**src/rtl/cr_bmu_tcipif_ibus_req.sv**
```systemverilog
// BMU-side initiator for the TCIPIF instruction bus: one outstanding request, IDLE/REQ/WAIT handshake.
// Optional hang timeout enabled by defining CR_TCIPIF_IBUS_TIMEOUT_EN.
module cr_bmu_tcipif_ibus_req #(
    parameter int unsigned TIMEOUT_CYCLES = 255
) (
    input  logic        sel_cpuclk,
    input  logic        cpurst_b,
    input  logic        ifu_bmu_ibus_req,
    input  logic [31:0] ifu_bmu_ibus_addr,
    input  logic        ifu_bmu_ibus_write,
    input  logic        ifu_bmu_ibus_deny,
    output logic        bmu_ifu_ibus_grnt,
    output logic        bmu_ifu_ibus_trans_cmplt,
    output logic        bmu_ifu_ibus_acc_err,
    output logic        bmu_ifu_ibus_data_vld,
    output logic [31:0] bmu_ifu_ibus_rdata,
    output logic        bmu_tcipif_ibus_req,
    output logic [31:0] bmu_tcipif_ibus_addr,
    output logic        bmu_tcipif_ibus_write,
    output logic        bmu_tcipif_ibus_acc_deny,
    input  logic        tcipif_bmu_ibus_grnt,
    input  logic        tcipif_bmu_ibus_trans_cmplt,
    input  logic        tcipif_bmu_ibus_acc_err,
    input  logic        tcipif_bmu_ibus_data_vld,
    input  logic [31:0] tcipif_bmu_ibus_data,
    output logic        bmu_ibus_busy
);

    typedef enum logic [1:0] {IDLE = 2'b00, REQ = 2'b01, WAIT = 2'b10} state_e;

    state_e      state_q, state_d;
    logic [31:0] addr_q;
    logic        write_q, deny_q;
    logic        ifu_grnt;
    logic        timeout;

    if (TIMEOUT_CYCLES < 1 || TIMEOUT_CYCLES > 255) begin : g_bad_timeout
        $error("TIMEOUT_CYCLES must be within 1..255");
    end

    assign ifu_grnt = (state_q == IDLE) && ifu_bmu_ibus_req;

`ifdef CR_TCIPIF_IBUS_TIMEOUT_EN
    logic [7:0] cnt_q;

    // A responder completion in the expiry cycle wins over the forced abort.
    assign timeout = ((state_q == REQ) || (state_q == WAIT))
                  && (cnt_q == 8'(TIMEOUT_CYCLES - 1))
                  && !((state_q == WAIT) && tcipif_bmu_ibus_trans_cmplt);

    always_ff @(posedge sel_cpuclk or negedge cpurst_b) begin
        if (!cpurst_b)
            cnt_q <= 8'd0;
        else if (ifu_grnt)
            cnt_q <= 8'd0;
        else if ((state_q == REQ) || (state_q == WAIT))
            cnt_q <= cnt_q + 8'd1;
    end
`else
    assign timeout = 1'b0;
`endif

    always_ff @(posedge sel_cpuclk or negedge cpurst_b) begin
        if (!cpurst_b)
            state_q <= IDLE;
        else
            state_q <= state_d;
    end

    always_comb begin
        state_d = state_q;
        case (state_q)
            IDLE:    if (ifu_bmu_ibus_req) state_d = REQ;
            REQ:     if (timeout) state_d = IDLE;
                     else if (tcipif_bmu_ibus_grnt) state_d = WAIT;
            WAIT:    if (tcipif_bmu_ibus_trans_cmplt || timeout) state_d = IDLE;
            default: state_d = IDLE;
        endcase
    end

    always_comb begin
        bmu_ifu_ibus_grnt        = 1'b0;
        bmu_ifu_ibus_trans_cmplt = 1'b0;
        bmu_ifu_ibus_acc_err     = 1'b0;
        bmu_ifu_ibus_data_vld    = 1'b0;
        bmu_ifu_ibus_rdata       = 32'd0;
        bmu_tcipif_ibus_req      = 1'b0;
        case (state_q)
            IDLE: bmu_ifu_ibus_grnt = ifu_bmu_ibus_req;
            REQ: begin
                bmu_tcipif_ibus_req      = !timeout;
                bmu_ifu_ibus_trans_cmplt = timeout;
                bmu_ifu_ibus_acc_err     = timeout;
            end
            WAIT: begin
                if (tcipif_bmu_ibus_trans_cmplt) begin
                    bmu_ifu_ibus_trans_cmplt = 1'b1;
                    bmu_ifu_ibus_acc_err     = tcipif_bmu_ibus_acc_err;
                    bmu_ifu_ibus_data_vld    = tcipif_bmu_ibus_data_vld && !tcipif_bmu_ibus_acc_err;
                    if (tcipif_bmu_ibus_data_vld && !tcipif_bmu_ibus_acc_err)
                        bmu_ifu_ibus_rdata = tcipif_bmu_ibus_data;
                end else if (timeout) begin
                    bmu_ifu_ibus_trans_cmplt = 1'b1;
                    bmu_ifu_ibus_acc_err     = 1'b1;
                end
            end
            default: ;
        endcase
    end

    // Bus-side attributes persist after completion; only an IFU grant reloads them.
    always_ff @(posedge sel_cpuclk or negedge cpurst_b) begin
        if (!cpurst_b) begin
            addr_q  <= 32'd0;
            write_q <= 1'b0;
            deny_q  <= 1'b0;
        end else if (ifu_grnt) begin
            addr_q  <= ifu_bmu_ibus_addr;
            write_q <= ifu_bmu_ibus_write;
            deny_q  <= ifu_bmu_ibus_deny;
        end
    end

    assign bmu_tcipif_ibus_addr     = addr_q;
    assign bmu_tcipif_ibus_write    = write_q;
    assign bmu_tcipif_ibus_acc_deny = deny_q;
    assign bmu_ibus_busy            = (state_q != IDLE);

endmodule
```
**config.mk**
```make
export PLATFORM = sky130hd
export DESIGN_NAME = cr_bmu_tcipif_ibus_req
export DESIGN_NICKNAME = d
export VERILOG_FILES = /design/src/rtl/cr_bmu_tcipif_ibus_req.sv
export SDC_FILE = /design/constraint.sdc
export NUM_CORES = 1
export LEC_CHECK = 0
export ABC_CLOCK_PERIOD_IN_PS = 2400
export CAP_MARGIN = 30
export CORE_ASPECT_RATIO = 0.5
export CORE_MARGIN = 5
export CORE_UTILIZATION = 35
export CTS_CLUSTER_SIZE = 24
export DETAILED_ROUTE_END_ITERATION = 10
export GPL_TIMING_DRIVEN = 0
export PLACE_DENSITY_LB_ADDON = 0.3
export SLEW_MARGIN = 20
export SYNTH_ARGS = -nofsm -noshare
export SYNTH_HDL_FRONTEND = slang
export SYNTH_SLANG_ARGS = --single-unit
```
**constraint.sdc**
```tcl
create_clock -name sel_cpuclk -period 2.4 [get_ports sel_cpuclk]
set_clock_uncertainty 0.05 [all_clocks]
set_input_delay 0.48 -clock sel_cpuclk [delete_from_list [all_inputs] [get_ports sel_cpuclk]]
set_output_delay 0.48 -clock sel_cpuclk [all_outputs]
set_load 0.01 [all_outputs]
```
# Yosys cells after proc, flatten, opt, wreduce, memory -nomap -nowiden
# Cells that the tools add are included.
# totals
n_memories	0
mem_bits_rw	0
word_cells	30
romBits	0
output_inout_bits	72
ff_bits	36
latch_bits	0
# classes
n_lt_le_gt_ge	0
div	0
add_sub_neg	0
n_eq_ne	5
n_mul	0
n_bitwise	0
shifts	0
mux	15
n_reduce_logical	6
# op_table
op	n
2-to-1 mux 32 bit	3
2-to-1 mux 1 bit	8
2-to-1 mux 2 bit	3
!= test 2 bit (second input constant)	3
case mux 2 bit (3 select lines)	1
AND reduction 3 bit	1
== test 2 x 1 -> 1 bit (second input constant)	1
== test 2 bit (second input constant)	1
logical AND 1 bit	2
zero test 2 bit	1
nonzero test 2 bit	1
zero test 1 bit	1

# Logic depth before layout (Yosys ltp)
# Gate-level depths: netlist (run 1).
# logic_depth
word_depth	5
ltp_mapped	4
mapped_depth_nobuf	2

# Worst setup path after synthesis (run 1)
# Ideal clock, no wire load.
# synth_path
path_type	input port to output port
startpoint	in tcipif_bmu_ibus_acc_err
endpoint	out bmu_ifu_ibus_rdata[16]
path_stages	4
n_path_buf	2
arrival_ps	1214
slack_ps	656
required_ps	1870
path_cell_list	nand4bb_1 clkbuf_1 buf_2 nor3_1
# synth_via
elab_chain_cells	5
# synth_lines
element	line	source
start: declaration	23	input logic tcipif_bmu_ibus_acc_err,
zero test 1 bit	100	if (tcipif_bmu_ibus_data_vld && !tcipif_bmu_ibus_acc_err)
logical AND 1 bit	100	
2-to-1 mux 32 bit	100	
2-to-1 mux 32 bit	96	if (tcipif_bmu_ibus_trans_cmplt) begin
2-to-1 mux 32 bit	88	case (state_q)
end: declaration	16	output logic [31:0] bmu_ifu_ibus_rdata,
# Every way passes these cells.

# Final worst setup path (run 1)
# layout_path
startpoint	in tcipif_bmu_ibus_acc_err
endpoint	out bmu_ifu_ibus_rdata[1]
# The elaborated chain is that of the path after synthesis.

==> results.sh, run 1 <==
export IMPL_avgSynthCellArea_sq_um=11.0
export IMPL_routed_wl_microns=5220
export IMPL_post_route_period_util_pct=99.7
export IMPL_p_leak_nw=1.51
export IMPL_nets=383
export IMPL_core_area_sq_um=4840
export IMPL_io_pins=145
export IMPL_antenna_found_initial=0
export IMPL_dieArea_sq_um=6520
export IMPL_synth_cell_types=21
export IMPL_die_h_microns=59.6
export IMPL_peakVddDrop_mv=0.341
export IMPL_critical_path_class="input pin to primary output"
export IMPL_max_clock_freq_ghz=0.418
export IMPL_cts_tree="yes"
export IMPL_cellPowerDensity_nw_per_um2=939
export IMPL_grt_util_all_layers_pct=16.2
export IMPL_grt_overflow=0
export IMPL_ant_nets=0
export IMPL_vias=1643
export IMPL_row_count=18
export IMPL_drive_gt1_share_pct=28.1
export IMPL_yosysSeqAreaShare_pct=52.2
export IMPL_critPathCaptureType="primary output"
export IMPL_clk_pin_slew_ns=0.07
export IMPL_max_slew_margin_rel_pct=78.2
export IMPL_die_w_microns=109
export IMPL_clock_latency_ns=0.27
export IMPL_crit_arrival_ns=1.86
export IMPL_cts_sinks=36
export IMPL_whs_ns=0.0407
export IMPL_required_ns=1.87
export IMPL_grt_pass1_wl_microns=8210
export IMPL_drt_pre_antenna_iters=4
export IMPL_hold_viol_final=0
export IMPL_slew_viol_final=0
export IMPL_syn_cell_area_sq_um=1730
export IMPL_ys_warn_count=0
export IMPL_gp_congestion=0.840
export IMPL_numCtsBuffers=5
export IMPL_min_period_ns=2.39
export IMPL_reg2reg_from="state_q[0]$_DFFE_PN0P_"
export IMPL_worstSetupStartpointType="input pin"
export IMPL_antenna_cells=0
export IMPL_post_dp_hpwl_microns=4300
export IMPL_fillerInstances=385
export IMPL_io_buffer_count=144
export IMPL_area_delta_synth_final_pct=89.1
export IMPL_setup_violations=0
export IMPL_min_path_type="input pin to asynchronous set/reset pin"
export IMPL_grt_pass1_vias=1756
export IMPL_tightest_slew_ns=0.327
export IMPL_cts_hold_buf=0
export IMPL_drv_cap=0
export IMPL_wl_per_cell_microns=13.7
export IMPL_status="completed"
export IMPL_root_buffer="clkbuf_8"
export IMPL_start_util_pct=35.6
export IMPL_viasPerCell=4.32
export IMPL_stdcell_area_sq_um=3260
export IMPL_crit_path_start="tcipif_bmu_ibus_acc_err"
export IMPL_crit_fanout=10
export IMPL_htree_levels=2
export IMPL_synthCells=157
export IMPL_dpl_instance_area_sq_um=3280
export IMPL_drtIter0Drc=45
export IMPL_clockBufferDepth=2
export IMPL_synth_seq_cells=36
export IMPL_grt_max_degree=25
export IMPL_drc_errors=0
export IMPL_finalSetupTns_ns=0
export IMPL_rsz0062_at_grt="yes"
export IMPL_synth_fp_nets=230
==> timing repair <==
action	4_1_cts	5_1_grt
cloned	0	0
setup endpoints to repair	35	28
setup buffers	1	0
resized for setup	88	44
pin swaps	0	0
==> worst max-delay path, cell delays in order <==
cell and delay, ns:
clkdlybuf4s50_1 0.43, nand4bb_1 0.19, buf_2 0.17, buf_4 0.17, nor3_1 0.17, clkdlybuf4s15_2 0.26
==> metal layers <==
| metal | wire, microns | track usage (%) |
|---|---|---|
| met1 | 1890 | 17.3 |
| met2 | 2740 | 30.3 |
| met3 | 548 | 6.53 |
| met4 | 47 | 3.73 |
| met5 | 0 | 0 |
==> synthesized netlist by cell type <==
cell type	number	share of area, %
nand4bb_1	1	0.65
mux2_1	1	0.65
dfrtp_1	36	52
and2_1	1	0.36
or2_2	1	0.36
nor3b_1	1	0.44
or2b_1	1	0.44
nand2_1	1	0.22
a21oi_1	1	0.29
and3b_1	1	0.51
nor3_1	31	9.0
nor3b_4	1	1.1
nor2_1	2	0.44
buf_6	3	2.0
clkbuf_1	4	0.87
mux2_2	33	22
inv_1	32	7.0
nand2b_1	1	0.36
nor2b_1	1	0.36
buf_2	3	0.87
a21o_1	1	0.44
==> layout make-up <==
| class | instances | area [sq um] | share of cell area (%) |
|---|---|---|---|
| sequential | 36 | 901 | 27.6 |
| clock inverter | 1 | 5.00 | 0.153 |
| buffer | 10 | 76.3 | 2.34 |
| inverter | 32 | 120 | 3.68 |
| clock buffer | 6 | 72.6 | 2.22 |
| multi-input combinational | 79 | 661 | 20.3 |
| timing repair buffer | 146 | 1340 | 41.0 |
| tap | 70 | 87.6 | 2.69 |
==> kinds of logic (layout without fill, tap and decap cells) <==
kind of cell	after synthesis	count (layout)	share of synthesized area [%]
AOI/OAI and AO/OA	2	2	0.725
buffers and inverters	42	195	10.7
DFF	36	36	52.2
muxes	34	34	22.2
and+or+nand+nor	43	43	14.2
==> stage by stage <==
step | instances | setup slack [ns] | total power (W) | util, %
final | 380 | 0.00740 | 0.00306 | 67.4
after global routing | 380 | -0.0538 | 0.00326 | 67.4
after CTS | 380 | 0.000785 | 0.00312 | 69.3
after detailed placement | 372 | -0.402 | 0.00272 | 67.7
after global placement | 371 | -0.359 | 0.00267 | 67.2
after floorplan | 157 | 0.656 | 0.00179 | -
==> registers in the layout, summed over array words and instances (netlist names) <==
name / cells
bmu_tcipif_ibus_addr: 32
state_q: 2
bmu_tcipif_ibus_write: 1
bmu_tcipif_ibus_acc_deny: 1
==> final timing paths <==
kind | to | slack [ns] | depth (start not counted)
setup / recovery | bmu_ifu_ibus_rdata[1] | 0.007 | 6
hold / removal | bmu_tcipif_ibus_addr[20]$_DFFE_PN0P_ | 0.04 | 1
setup reg to reg | bmu_tcipif_ibus_addr[19]$_DFFE_PN0P_ | 0.81 | 4
hold reg to reg | bmu_tcipif_ibus_addr[18]$_DFFE_PN0P_ | 0.45 | 1
max in group asynchronous | bmu_tcipif_ibus_addr[30]$_DFFE_PN0P_ | 1.83 | 2
min in group sel_cpuclk | bmu_tcipif_ibus_addr[18]$_DFFE_PN0P_ | 0.45 | 1
==> cells in the final DEF, fill, tap and decap left out, types with 2 or more instances in the layout <==
cell	instances
buf_2	11
nor2_1	2
clkbuf_2	20
nor3_1	27
buf_6	3
clkbuf_8	5
clkdlybuf4s50_1	108
dlygate4sd2_1	5
mux2_2	33
dfrtp_1	36
inv_1	32
clkdlybuf4s15_2	3
buf_4	3
nor3_2	4
==> power breakdown <==
part	leakage, nW	internal, W	switching [W]	total (W)
Sequential	0.422	0.000918	0.000170	0.00109
Clock	0.0410	0.000197	0.000191	0.000388
Combinational	1.05	0.00103	0.000554	0.00159
Total	1.51	0.00215	0.000915	0.00306
Note: power is estimated with default switching activity, not from simulation.
==> inputs of run 2 (changes only) <==
- RECOVER_POWER: default -> 25
==> run 2 against run 1 <==
- maximum frequency barely moved
- cell count did not move
- non-clock buffer count did not move
- utilization fell by 0.52 points
- combinational power barely moved
- critical path type unchanged
- critical endpoint unchanged
- largest cell class unchanged
==> results.sh, run 2 (synthesis results as in run 1) <==
export IMPL_status="completed"
export IMPL_placedCellCount=372
export IMPL_dieArea_sq_um=6520
export IMPL_crit_path_start="tcipif_bmu_ibus_acc_err"
export IMPL_antenna_found_initial=0
export IMPL_path_buf_inv=4
export IMPL_cts_sinks=36
export IMPL_drt_pre_antenna_iters=3
export IMPL_slowest_delay_ns=0.43
export IMPL_min_period_ns=2.39
export IMPL_hold_viol_final=0
export IMPL_fillerInstances=387
export IMPL_cts_tree="yes"
export IMPL_io_buffer_count=144
export IMPL_core_area_sq_um=4840
export IMPL_row_count=18
export IMPL_final_util_pct=66.8
export IMPL_required_ns=1.87
export IMPL_antenna_cells=0
export IMPL_place_ws_ns=-0.402
export IMPL_stdcell_area_sq_um=3240
export IMPL_crit_end="bmu_ifu_ibus_rdata[1]"
export IMPL_area_delta_synth_final_pct=87.6
export IMPL_nets=383
export IMPL_setup_violations=0
export IMPL_vias=1645
export IMPL_clock_latency_ns=0.28
export IMPL_rsz0062_at_grt="yes"
export IMPL_clockBufferDepth=2
export IMPL_post_route_period_util_pct=99.7
export IMPL_critical_path_top_delay_family="buffers and inverters"
export IMPL_grt_overflow=0
export IMPL_worstSetupStartpointType="input pin"
export IMPL_die_w_microns=109
export IMPL_cp_num_cells=6
export IMPL_min_path_type="input pin to asynchronous set/reset pin"
export IMPL_routed_wl_microns=5220
export IMPL_tightest_slew_ns=1.26
export IMPL_viasPerCell=4.33
export IMPL_io_pins=145
export IMPL_numCtsBuffers=5
export IMPL_crit_fanout=10
export IMPL_crit_slowest_cell="clkdlybuf4s50_1"
export IMPL_reg2reg_from="state_q[0]$_DFFE_PN0P_"
export IMPL_layout_cells_most_common="clkdlybuf4s50_1"
export IMPL_peakVddDrop_mv=0.338
export IMPL_setup_slack_ns=0.00744
export IMPL_fin_cells=380
export IMPL_drc_errors=0
export IMPL_wl_per_cell_microns=13.7
export IMPL_critical_path_class="input pin to primary output"
export IMPL_max_slew_margin_rel_pct=15.9
export IMPL_drive_gt1_share_pct=27.4
export IMPL_htree_levels=2
export IMPL_cellPowerDensity_nw_per_um2=944
export IMPL_dpl_instance_area_sq_um=3280
export IMPL_finalSetupTns_ns=0
export IMPL_r2r_end="bmu_tcipif_ibus_addr[19]$_DFFE_PN0P_"
export IMPL_worstPathCellList="clkdlybuf4s50_1 -> nand4bb_1 -> buf_2 -> buf_4 -> nor3_1 -> clkdlybuf4s15_2"
export IMPL_rrSetupSlack_ns=0.81
export IMPL_grt_max_degree=25
export IMPL_root_buffer="clkbuf_8"
export IMPL_critPathCaptureType="primary output"
export IMPL_drv_cap=0
export IMPL_grt_pass1_vias=1756
export IMPL_grt_util_all_layers_pct=16.2
export IMPL_ant_nets=0
export IMPL_reg2reg_depth=4
export IMPL_drtIter0Drc=52
export IMPL_final_cell_mix="108 x clkdlybuf4s50_1, 36 x dfrtp_1, 33 x mux2_2, 32 x inv_1, 27 x nor3_1"
export IMPL_die_h_microns=59.6
export IMPL_grt_pass1_wl_microns=8210
export IMPL_gp_congestion=0.840
export IMPL_largest_reg_flops=32
export IMPL_clk_pin_slew_ns=0.07
export IMPL_crit_arrival_ns=1.86
export IMPL_p_leak_nw=1.50
export IMPL_start_util_pct=35.6
export IMPL_max_clock_freq_ghz=0.418
export IMPL_slew_viol_final=0
export IMPL_post_dp_hpwl_microns=4300
-- run 2: changes by cell type in the layout (fill, tap and decap cells not counted) --
cell and change:
buf_16 -1, buf_2 -1, clkbuf_1 +2
-- run 2: metal layers --
metal	track usage (%)	vias to the layer above	part of all wire, %	wire [microns]
met1	17.3	762	36	1870
met2	30.3	64	53	2760
met4	3.73	0	0.90	47
li1	-	813	-	-
met3	6.53	6	10	548
met5	0	-	0	0
-- run 2: what timing repair did --
item | in CTS | in global routing
resized for setup | 88 | 44
setup endpoints to repair | 35 | 28
setup buffers | 1 | 0
hold buffers | 0 | 0
cloned | 0 | 0
pin swaps | 0 | 0
-- run 2: report_power, final --
| group | switching, W | internal, W | total, W |
|---|---|---|---|
| clock | 0.000190 | 0.000197 | 0.000387 |
| sequential | 0.000169 | 0.000918 | 0.00109 |
| combinational | 0.000553 | 0.00103 | 0.00158 |
| total | 0.000912 | 0.00214 | 0.00306 |
-- run 2: worst min path at each step --
stage / from / to / slack (ns) / cells past startpoint
2_1_floorplan: cpurst_b / bmu_tcipif_ibus_acc_deny$_DFFE_PN0P_ / 0.13 / 0
3_3_place_gp: bmu_tcipif_ibus_addr[18]$_DFFE_PN0P_ / bmu_tcipif_ibus_addr[18]$_DFFE_PN0P_ / 0.42 / 1
3_5_place_dp: cpurst_b / bmu_tcipif_ibus_addr[20]$_DFFE_PN0P_ / 0.35 / 1
6_report: cpurst_b / bmu_tcipif_ibus_addr[24]$_DFFE_PN0P_ / 0.15 / 1
4_1_cts: cpurst_b / bmu_tcipif_ibus_addr[18]$_DFFE_PN0P_ / 0.04 / 1
5_1_grt: cpurst_b / bmu_tcipif_ibus_addr[20]$_DFFE_PN0P_ / 0.20 / 1
-- run 2: metrics by stage --
step                      total power, W  hold slack [ns]
final                            0.00306            0.151
after global routing             0.00325            0.201
after CTS                        0.00312           0.0432
after detailed placement         0.00272            0.347
after global placement           0.00267            0.421
after floorplan                  0.00179            0.134
-- run 2: final cells by class --
type | instances | area (sq um) | area share, %
Buffer | 10 | 76.3 | 2.36
Sequential cell | 36 | 901 | 27.8
Tap cell | 70 | 87.6 | 2.71
Timing Repair Buffer | 146 | 1310 | 40.6
Clock buffer | 6 | 72.6 | 2.24
Multi-Input combinational cell | 79 | 661 | 20.4
Clock inverter | 1 | 5.00 | 0.155
Inverter | 32 | 120 | 3.71
==> inputs of run 3 (changes only) <==
- SKIP_CTS_REPAIR_TIMING: default -> 1
==> run 3 against run 2 <==
- design area is 4.9% higher
- setup slack gained 0.032 ns
- register-to-register slack lost 0.02 ns
- maximum frequency rose by 1.3%
- global-route usage is essentially flat
- clock power hardly changed
- critical path depth did not move
- critical path type unchanged
- critical endpoint is now bmu_ifu_ibus_rdata[16]
- highest routed layer unchanged
==> results.sh, run 3 (synthesis results as in run 1) <==
export IMPL_grt_overflow=0
export IMPL_clk_pin_slew_ns=0.07
export IMPL_pwr_share_clk_pct=12.4
export IMPL_highest_layer="met4"
export IMPL_pwr_share_comb_pct=52.8
export IMPL_required_ns=1.87
export IMPL_rsz0062_at_grt="yes"
export IMPL_grt_pass1_wl_microns=8210
export IMPL_drive_gt1_share_pct=25.9
export IMPL_io_buffer_count=144
export IMPL_peakVddDrop_mv=0.344
export IMPL_rrSetupSlack_ns=0.79
export IMPL_die_h_microns=59.6
export IMPL_slowest_delay_ns=0.43
export IMPL_final_cell_mix="108 x clkdlybuf4s50_1, 36 x dfrtp_1, 33 x mux2_2, 32 x inv_1, 24 x nor3_1"
export IMPL_status="completed"
export IMPL_gp_congestion=0.840
export IMPL_clockBufferDepth=2
export IMPL_crit_slowest_cell="clkdlybuf4s50_1"
export IMPL_met2_length_microns=2900
export IMPL_viasPerCell=4.33
export IMPL_vias=1676
export IMPL_drc_errors=0
export IMPL_routed_wl_microns=5360
export IMPL_drv_cap=0
export IMPL_placedCellCount=372
export IMPL_p_seq_share_pct=34.8
export IMPL_wl_met1_microns=1900
export IMPL_nets=390
export IMPL_cts_sinks=36
export IMPL_crit_path_start="tcipif_bmu_ibus_acc_err"
export IMPL_max_clock_freq_ghz=0.424
export IMPL_cellPowerDensity_nw_per_um2=919
export IMPL_numCtsBuffers=5
export IMPL_row_count=18
export IMPL_dieArea_sq_um=6520
export IMPL_grt_pass1_vias=1767
export IMPL_place_ws_ns=-0.402
export IMPL_ant_nets=0
export IMPL_hold_viol_final=0
export IMPL_start_util_pct=35.6
export IMPL_wl_met3_microns=536
export IMPL_crit_end="bmu_ifu_ibus_rdata[16]"
export IMPL_p_leak_nw=1.84
export IMPL_worstSetupStartpointType="input pin"
export IMPL_p_int_w=0.00220
export IMPL_wl_per_cell_microns=13.9
export IMPL_antenna_cells=0
export IMPL_stdcell_area_sq_um=3400
export IMPL_core_area_sq_um=4840
export IMPL_setup_violations=0
export IMPL_critPathCaptureType="primary output"
export IMPL_io_pins=145
export IMPL_slew_viol_final=0
export IMPL_antenna_found_initial=0
export IMPL_clock_latency_ns=0.27
export IMPL_tightest_slew_ns=1.26
export IMPL_reg2reg_from="state_q[0]$_DFFE_PN0P_"
export IMPL_worstPathCellList="clkdlybuf4s50_1 -> nand4bb_1 -> clkbuf_2 -> buf_2 -> nor3_2 -> dlymetal6s2s_1"
export IMPL_setup_slack_ns=0.0393
export IMPL_critical_path_class="input pin to primary output"
export IMPL_fin_cells=387
export IMPL_die_w_microns=109
export IMPL_min_path_type="input pin to asynchronous set/reset pin"
export IMPL_cts_tree="yes"
export IMPL_power_switching_w=0.000925
export IMPL_crit_arrival_ns=1.83
export IMPL_layout_cells_most_common="clkdlybuf4s50_1"
export IMPL_dpl_instance_area_sq_um=3280
export IMPL_drt_pre_antenna_iters=2
export IMPL_cp_num_cells=6
export IMPL_min_period_ns=2.36
export IMPL_post_dp_hpwl_microns=4300
export IMPL_finalSetupTns_ns=0
export IMPL_htree_levels=2
export IMPL_grt_util_all_layers_pct=16.1
export IMPL_area_delta_synth_final_pct=96.9
export IMPL_drtIter0Drc=41
export IMPL_r2r_end="bmu_tcipif_ibus_addr[19]$_DFFE_PN0P_"
export IMPL_reg2reg_depth=4
export IMPL_grt_max_degree=25
export IMPL_post_route_period_util_pct=98.4
export IMPL_crit_fanout=10
export IMPL_swShare_pct=29.6
export IMPL_path_buf_inv=4
export IMPL_largest_reg_flops=32
export IMPL_root_buffer="clkbuf_8"
export IMPL_p_total_w=0.00312
export IMPL_max_slew_margin_rel_pct=15.8
export IMPL_critical_path_top_delay_family="buffers and inverters"
==> run 3: changes by cell type in the layout (fill, tap and decap cells not counted), sizes merged <==
cell           delta
clkbuf            -2
dlygate4sd2       -5
dlymetal6s2s     +19
buf               -1
clkdlybuf4s15     -4
==> run 3: per-stage QoR <==
stage	util (%)	hold WS (ns)
3_3_place_gp	67.2	0.421
4_1_cts	69.3	0.0432
5_1_grt	70.2	0.201
3_5_place_dp	67.7	0.347
2_1_floorplan	-	0.134
6_report	70.2	0.151
==> run 3: layout make-up <==
cell class | count | area, sq um
repair buffers | 153 | 1470
fillers | 359 | 1450
flip-flops and latches | 36 | 901
multi-input cells | 79 | 676
inverters | 32 | 120
well taps | 70 | 87.6
clock buffers | 6 | 72.6
plain buffers | 10 | 68.8
clock inverters | 1 | 5.00
==> run 3: worst min path at each step <==
stage	endpoint	slack, ns	cells after the start
after floorplan	bmu_tcipif_ibus_acc_deny$_DFFE_PN0P_	0.13	0
after global placement	bmu_tcipif_ibus_addr[18]$_DFFE_PN0P_	0.42	1
after detailed placement	bmu_tcipif_ibus_addr[20]$_DFFE_PN0P_	0.35	1
after CTS	bmu_tcipif_ibus_addr[18]$_DFFE_PN0P_	0.04	1
after global routing	bmu_tcipif_ibus_addr[20]$_DFFE_PN0P_	0.20	1
final	bmu_tcipif_ibus_addr[24]$_DFFE_PN0P_	0.15	1
==> run 3: layer usage <==
layer  GRT usage, %  up-vias
li1               -      823
met1           17.4      786
met2           29.8       63
met3           6.75        4
met4           3.73        0
met5              0        -
==> run 3: power by group through the flow <==
stage / Sequential, W / Clock, W / Combinational [W]
2_1_floorplan: 0.00123 / 0 / 0.000556
3_3_place_gp: 0.00108 / 0 / 0.00159
3_5_place_dp: 0.00111 / 0 / 0.00162
5_1_grt: 0.00114 / 0.000425 / 0.00177
4_1_cts: 0.00109 / 0.000404 / 0.00162
6_report: 0.00109 / 0.000388 / 0.00165
==> run 3: worst reg2reg max path: stages, from the launching register on <==
cell and delay [ns]:
dfrtp_1 0.46, nor3b_4 0.32, buf_4 0.18, buf_6 0.14, mux2_2 0.34
